===== src/rtl/wfg_wb_initiator_if.sv =====
// wfg_wb_initiator_if: command, response and Wishbone signals of the initiator
interface wfg_wb_initiator_if #(
  parameter int BUSW = 32
);
  logic            cmd_valid_i;
  logic            cmd_ready_o;
  logic            cmd_we_i;
  logic [BUSW-1:0] cmd_adr_i;
  logic [BUSW-1:0] cmd_dat_i;
  logic            rsp_valid_o;
  logic            rsp_ready_i;
  logic [BUSW-1:0] rsp_dat_o;
  logic            rsp_err_o;
  logic            wbm_cyc_o;
  logic            wbm_stb_o;
  logic            wbm_we_o;
  logic [3:0]      wbm_sel_o;
  logic [BUSW-1:0] wbm_adr_o;
  logic [BUSW-1:0] wbm_dat_o;
  logic [BUSW-1:0] wbm_dat_i;
  logic            wbm_ack_i;

  modport master (
    input  cmd_valid_i, cmd_we_i, cmd_adr_i, cmd_dat_i, rsp_ready_i, wbm_dat_i, wbm_ack_i,
    output cmd_ready_o, rsp_valid_o, rsp_dat_o, rsp_err_o,
           wbm_cyc_o, wbm_stb_o, wbm_we_o, wbm_sel_o, wbm_adr_o, wbm_dat_o
  );

  modport slave (
    output cmd_valid_i, cmd_we_i, cmd_adr_i, cmd_dat_i, rsp_ready_i, wbm_dat_i, wbm_ack_i,
    input  cmd_ready_o, rsp_valid_o, rsp_dat_o, rsp_err_o,
           wbm_cyc_o, wbm_stb_o, wbm_we_o, wbm_sel_o, wbm_adr_o, wbm_dat_o
  );
endinterface


===== src/rtl/wfg_wb_initiator.sv =====
// wfg_wb_initiator: single-outstanding Wishbone classic initiator with timeout
module wfg_wb_initiator #(
  parameter int BUSW    = 32,
  parameter int TIMEOUT = 16
) (
  input logic                 wb_clk_i,
  input logic                 wb_rst_ni,
  wfg_wb_initiator_if.master  bus_if
);
  localparam int CW = $clog2(TIMEOUT + 1);

  typedef enum logic [1:0] {IDLE, BUS, RESP} state_e;

  state_e          state_q, state_d;
  logic [CW-1:0]   cnt_q, cnt_d;
  logic            we_q, we_d;
  logic [BUSW-1:0] adr_q, adr_d;
  logic [BUSW-1:0] dat_q, dat_d;
  logic [BUSW-1:0] rdat_q, rdat_d;
  logic            err_q, err_d;

  // Handshake/bus strobes decode from state only, so reset drops cyc/stb at once
  assign bus_if.cmd_ready_o = state_q == IDLE;
  assign bus_if.rsp_valid_o = state_q == RESP;
  assign bus_if.wbm_cyc_o   = state_q == BUS;
  assign bus_if.wbm_stb_o   = state_q == BUS;
  assign bus_if.wbm_we_o    = we_q;
  assign bus_if.wbm_sel_o   = 4'b1111;
  assign bus_if.wbm_adr_o   = adr_q;
  assign bus_if.wbm_dat_o   = dat_q;
  assign bus_if.rsp_dat_o   = rdat_q;
  assign bus_if.rsp_err_o   = err_q;

  // Next state: accept command, run bus cycle (ack beats timeout), hold response
  always_comb begin
    state_d = state_q;
    cnt_d   = cnt_q;
    we_d    = we_q;
    adr_d   = adr_q;
    dat_d   = dat_q;
    rdat_d  = rdat_q;
    err_d   = err_q;
    case (state_q)
      IDLE: if (bus_if.cmd_valid_i) begin
        we_d    = bus_if.cmd_we_i;
        adr_d   = bus_if.cmd_adr_i;
        dat_d   = bus_if.cmd_dat_i;
        cnt_d   = '0;
        state_d = BUS;
      end
      BUS: if (bus_if.wbm_ack_i) begin
        rdat_d  = we_q ? '0 : bus_if.wbm_dat_i;
        err_d   = 1'b0;
        state_d = RESP;
      end else if (cnt_q == CW'(TIMEOUT - 1)) begin
        rdat_d  = '0;
        err_d   = 1'b1;
        state_d = RESP;
      end else begin
        cnt_d = cnt_q + 1'b1;
      end
      RESP: if (bus_if.rsp_ready_i) state_d = IDLE;
      default: state_d = IDLE;
    endcase
  end

  // State and datapath registers
  always_ff @(posedge wb_clk_i or negedge wb_rst_ni) begin
    if (!wb_rst_ni) begin
      state_q <= IDLE;
      cnt_q   <= '0;
      we_q    <= 1'b0;
      adr_q   <= '0;
      dat_q   <= '0;
      rdat_q  <= '0;
      err_q   <= 1'b0;
    end else begin
      state_q <= state_d;
      cnt_q   <= cnt_d;
      we_q    <= we_d;
      adr_q   <= adr_d;
      dat_q   <= dat_d;
      rdat_q  <= rdat_d;
      err_q   <= err_d;
    end
  end
endmodule


===== src/flat_wrapper.sv =====
// flat-port wrapper written by rule: the top's interface ports become plain ports
module wfg_wb_initiator_flat 
#(
  parameter int BUSW    = 32,
  parameter int TIMEOUT = 16
)
  (wb_clk_i, wb_rst_ni, bus_if_cmd_valid_i, bus_if_cmd_we_i, bus_if_cmd_adr_i, bus_if_cmd_dat_i, bus_if_rsp_ready_i, bus_if_wbm_dat_i, bus_if_wbm_ack_i, bus_if_cmd_ready_o, bus_if_rsp_valid_o, bus_if_rsp_dat_o, bus_if_rsp_err_o, bus_if_wbm_cyc_o, bus_if_wbm_stb_o, bus_if_wbm_we_o, bus_if_wbm_sel_o, bus_if_wbm_adr_o, bus_if_wbm_dat_o);
  wfg_wb_initiator_if #(.BUSW(BUSW)) bus_if_i ();
  input logic wb_clk_i;
  input logic wb_rst_ni;
  input wire logic [$bits(bus_if_i.cmd_valid_i)-1:0] bus_if_cmd_valid_i;
  input wire logic [$bits(bus_if_i.cmd_we_i)-1:0] bus_if_cmd_we_i;
  input wire logic [$bits(bus_if_i.cmd_adr_i)-1:0] bus_if_cmd_adr_i;
  input wire logic [$bits(bus_if_i.cmd_dat_i)-1:0] bus_if_cmd_dat_i;
  input wire logic [$bits(bus_if_i.rsp_ready_i)-1:0] bus_if_rsp_ready_i;
  input wire logic [$bits(bus_if_i.wbm_dat_i)-1:0] bus_if_wbm_dat_i;
  input wire logic [$bits(bus_if_i.wbm_ack_i)-1:0] bus_if_wbm_ack_i;
  output wire logic [$bits(bus_if_i.cmd_ready_o)-1:0] bus_if_cmd_ready_o;
  output wire logic [$bits(bus_if_i.rsp_valid_o)-1:0] bus_if_rsp_valid_o;
  output wire logic [$bits(bus_if_i.rsp_dat_o)-1:0] bus_if_rsp_dat_o;
  output wire logic [$bits(bus_if_i.rsp_err_o)-1:0] bus_if_rsp_err_o;
  output wire logic [$bits(bus_if_i.wbm_cyc_o)-1:0] bus_if_wbm_cyc_o;
  output wire logic [$bits(bus_if_i.wbm_stb_o)-1:0] bus_if_wbm_stb_o;
  output wire logic [$bits(bus_if_i.wbm_we_o)-1:0] bus_if_wbm_we_o;
  output wire logic [$bits(bus_if_i.wbm_sel_o)-1:0] bus_if_wbm_sel_o;
  output wire logic [$bits(bus_if_i.wbm_adr_o)-1:0] bus_if_wbm_adr_o;
  output wire logic [$bits(bus_if_i.wbm_dat_o)-1:0] bus_if_wbm_dat_o;
  assign bus_if_i.cmd_valid_i = bus_if_cmd_valid_i;
  assign bus_if_i.cmd_we_i = bus_if_cmd_we_i;
  assign bus_if_i.cmd_adr_i = bus_if_cmd_adr_i;
  assign bus_if_i.cmd_dat_i = bus_if_cmd_dat_i;
  assign bus_if_i.rsp_ready_i = bus_if_rsp_ready_i;
  assign bus_if_i.wbm_dat_i = bus_if_wbm_dat_i;
  assign bus_if_i.wbm_ack_i = bus_if_wbm_ack_i;
  assign bus_if_cmd_ready_o = bus_if_i.cmd_ready_o;
  assign bus_if_rsp_valid_o = bus_if_i.rsp_valid_o;
  assign bus_if_rsp_dat_o = bus_if_i.rsp_dat_o;
  assign bus_if_rsp_err_o = bus_if_i.rsp_err_o;
  assign bus_if_wbm_cyc_o = bus_if_i.wbm_cyc_o;
  assign bus_if_wbm_stb_o = bus_if_i.wbm_stb_o;
  assign bus_if_wbm_we_o = bus_if_i.wbm_we_o;
  assign bus_if_wbm_sel_o = bus_if_i.wbm_sel_o;
  assign bus_if_wbm_adr_o = bus_if_i.wbm_adr_o;
  assign bus_if_wbm_dat_o = bus_if_i.wbm_dat_o;
  wfg_wb_initiator #(.BUSW(BUSW), .TIMEOUT(TIMEOUT)) u_core (.wb_clk_i(wb_clk_i), .wb_rst_ni(wb_rst_ni), .bus_if(bus_if_i));
endmodule

===== config.mk =====
export PLATFORM = sky130hd
export DESIGN_NAME = wfg_wb_initiator_flat
export DESIGN_NICKNAME = d
export VERILOG_FILES = /design/src/rtl/wfg_wb_initiator_if.sv /design/src/rtl/wfg_wb_initiator.sv /design/src/flat_wrapper.sv
export SDC_FILE = /design/constraint.sdc
export NUM_CORES = 1
export LEC_CHECK = 0
export CORE_ASPECT_RATIO = 0.7
export CORE_MARGIN = 2
export CORE_UTILIZATION = 36
export CTS_CLUSTER_SIZE = 30
export DETAILED_ROUTE_END_ITERATION = 16
export GPL_ROUTABILITY_DRIVEN = 0
export HOLD_SLACK_MARGIN = 0.12
export PLACE_DENSITY = 0.76
export SETUP_SLACK_MARGIN = 0.1
export SYNTH_ARGS = -nofsm -noshare
export SYNTH_HDL_FRONTEND = slang
export SYNTH_SLANG_ARGS = --single-unit

===== constraint.sdc =====
create_clock -name wb_clk_i -period 1.77 [get_ports wb_clk_i]
set_input_delay 0.354 -clock wb_clk_i [delete_from_list [all_inputs] [get_ports wb_clk_i]]
set_output_delay 0.354 -clock wb_clk_i [all_outputs]
set_load 0.02 [all_outputs]

==> metrics.csv <==
metric,value,unit
Diodes inserted,0,
async set or reset register ratio after synthesis,100,%
die area,0.0124,mm2
clk slew on worst S/H paths,0.07,ns
die height,93.9,um
Peak VDD IR,0.786,mV
unrepaired setup endpoints after global routing,yes,
Starting Density,37.4,%
register area share after synthesis,63.2,%
Final period util,95.4,%
status,"finished, final reports clean",
total power,11.9,mW
"FF+latch count, synth",105,
# DRC,0,
Skew-Pair Late Insertion Delay,0.34,ns
first-pass GRT wire length,17.0,mm
CTS tree,yes,
port bufs,203,
# IOs,208,
share of layout cells above drive strength 1,16.0,%
Final nets,639,
Hold Slack,0.485,ns
Max-Cap Viols,0,
Synth Cell Area,0.00416,mm2
clock sinks,105,
number of flops mapped to enable cells by yosys,0,
Worst Path Max Fanout,5,
First DRT Iteration DRCs,96,
Std-Cell Rows,32,
drt wl/cell,15.7,um
Avg Vias per Cell,4.66,
CP endpoint kind,register,
Total GRT Usage,17.2,%
Yosys Warn Count,0,
Netlist cell types,28,
CP arrival,1.91,ns
number of global-route vias before repair,3418,
Power Dens Cells,1740,mW/mm2
Syn-to-layout area delta,65.3,%
Crit-path slowest cell,dfrtp_1,
count of pins over their slew limit,0,
initial antenna violation count,0,
Longest Clk Path Bufs,2,
First-pass DRT Iterations,5,
most frequent cells in the layout,"clkdlybuf4s50_1 (109), dfrtp_1 (105), dlymetal6s2s_1 (56)",
core area,0.0111,mm2
Mapped Cells,321,
critical path cell sequence,"ha_2, and3_4, ha_4, nor4b_4, buf_4, nand2_2, mux2i_1",
crit path kind,reg2reg,
worst path buffer plus inverter count,1,
final setup vio count,0,
Routed Wire Length,10.9,mm
horizontal die dimension,132,um
Peak Freq,592,MHz
Mapped Avg Cell Area,13.0,um2
CTS Buf Count,9,
largest net degree at the start of global routing,57,
critical path's largest stage delay,0.40,ns
count of final hold-check violations,0,
Worst EP required,1.99,ns
placed instance area,0.00643,mm2
Root Buffer Master,clkbuf_16,
Routed Antenna Nets,0,
Tmin final,1.69,ns
Clock Skew,0.00934,ns
most common library cell in the layout ignoring fill and taps,clkdlybuf4s50_1,
design area,0.00688,mm2
Startpoint Class,register,
Final HPWL DP,7.62,mm
vias,3223,
crit-path leading delay family,simple AND/OR/NAND/NOR gates,
global route overflow,0,
type of the worst min-delay path,reg2reg,
H-tree level count,3,
"Primary FF master, synth",dfrtp_1,
Static Leak,3.51,nW
[worst reg2reg max path: cells and delay by family, from the launching register on]
family,cells,cell delay [ns]
simple gates,3,0.51
flops,1,0.40
fa+ha+maj,2,0.37
buf+inv,1,0.18
mux,1,0.11
[synth_stat cells (all sizes together) (2+ instances only)]
cell | count | area share, %
a21oi | 2 | 0.24
a22o | 2 | 0.42
buf | 15 | 2.6
clkbuf | 10 | 0.99
dfrtp | 105 | 63
ha | 2 | 0.60
inv | 4 | 0.36
mux2 | 65 | 18
mux2i | 2 | 0.48
nand2 | 33 | 3.0
nand2b | 3 | 0.45
nor2 | 3 | 0.27
o21ai | 66 | 8.0
[power by group]
| group | internal (mW) | switching [mW] | total [mW] |
|---|---|---|---|
| logic | 2.87 | 3.14 | 6.01 |
| registers | 3.57 | 0.559 | 4.13 |
| clock network | 0.950 | 0.840 | 1.79 |
[stage by stage]
stage	setup slack (ns)	cells	util [%]	setup TNS (ns)
after floorplan	0.110	324	-	0
after global placement	-0.111	669	57.8	-6.12
after detailed placement	-0.151	669	57.8	-8.29
after CTS	0.0734	688	60.2	0
after global routing	0.0282	692	61.8	0
final	0.0819	692	61.8	0
[kinds of logic (layout without fill, tap and decap cells)]
| family | count (synthesis) | in the layout | share of synthesized area (%) |
|---|---|---|---|
| adder cells (fa/ha/maj) | 2 | 2 | 0.602 |
| flip-flops | 105 | 105 | 63.2 |
| AND/OR/NAND/NOR | 45 | 45 | 5.02 |
| XOR/XNOR | 1 | 1 | 0.211 |
| AO/OA/AOI/OAI | 71 | 71 | 8.84 |
| multiplexers | 67 | 67 | 18.1 |
| buffers and inverters | 29 | 244 | 3.97 |
| other | 1 | 4 | 0.0902 |
[final cells by class]
| class | instances | area, um2 |
|---|---|---|
| clock buffer | 11 | 233 |
| clock inverter | 4 | 31.3 |
| fill | 900 | 4250 |
| inverter | 4 | 15.0 |
| multi-input combinational | 190 | 1430 |
| sequential | 105 | 2630 |
| tap | 153 | 191 |
| timing repair buffer | 225 | 2350 |
[worst paths after layout]
check / start / endpoint / slack, ns / cells after the start
worst max-delay path: u_core.cnt_q[1] / u_core.cnt_q[2] / 0.08 / 7
worst min-delay path: u_core.bus_if.wbm_adr_o[30] / u_core.bus_if.wbm_adr_o[30] / 0.48 / 1
worst max register to register: u_core.cnt_q[1] / u_core.cnt_q[2] / 0.08 / 7
worst min register to register: u_core.bus_if.wbm_adr_o[30] / u_core.bus_if.wbm_adr_o[30] / 0.48 / 1
max in group asynchronous: wb_rst_ni / u_core.bus_if.wbm_adr_o[10] / 0.63 / 3
min in group asynchronous: wb_rst_ni / u_core.bus_if.wbm_dat_o[26] / 0.50 / 2
[repair_timing]
item | in CTS | in global routing
gates resized for setup | 47 | 64
cloned | 0 | 1
setup buffers | 3 | 3
setup endpoints to repair | 41 | 85
hold buffers | 1 | 0
pin swaps | 4 | 3
hold endpoints to repair | 30 | 0
[flip-flops by register name, summed over array words and instances, names as in the netlist]
signal                   count
u_core.bus_if.rsp_dat_o     32
u_core.bus_if.rsp_err_o      1
u_core.bus_if.wbm_adr_o     32
u_core.state_q               2
u_core.bus_if.wbm_we_o       1
u_core.bus_if.wbm_dat_o     32
u_core.cnt_q                 5
[layer usage]
| layer | vias up | track usage (%) | routed length (um) |
|---|---|---|---|
| met3 | 10 | 5.45 | 754 |
| met5 | - | 0 | 0 |
| li1 | 1533 | - | - |
| met1 | 1550 | 22.3 | 4710 |
| met2 | 130 | 28.1 | 5290 |
| met4 | 0 | 4.66 | 130 |
No activity file was read; power rests on OpenSTA's default activity.
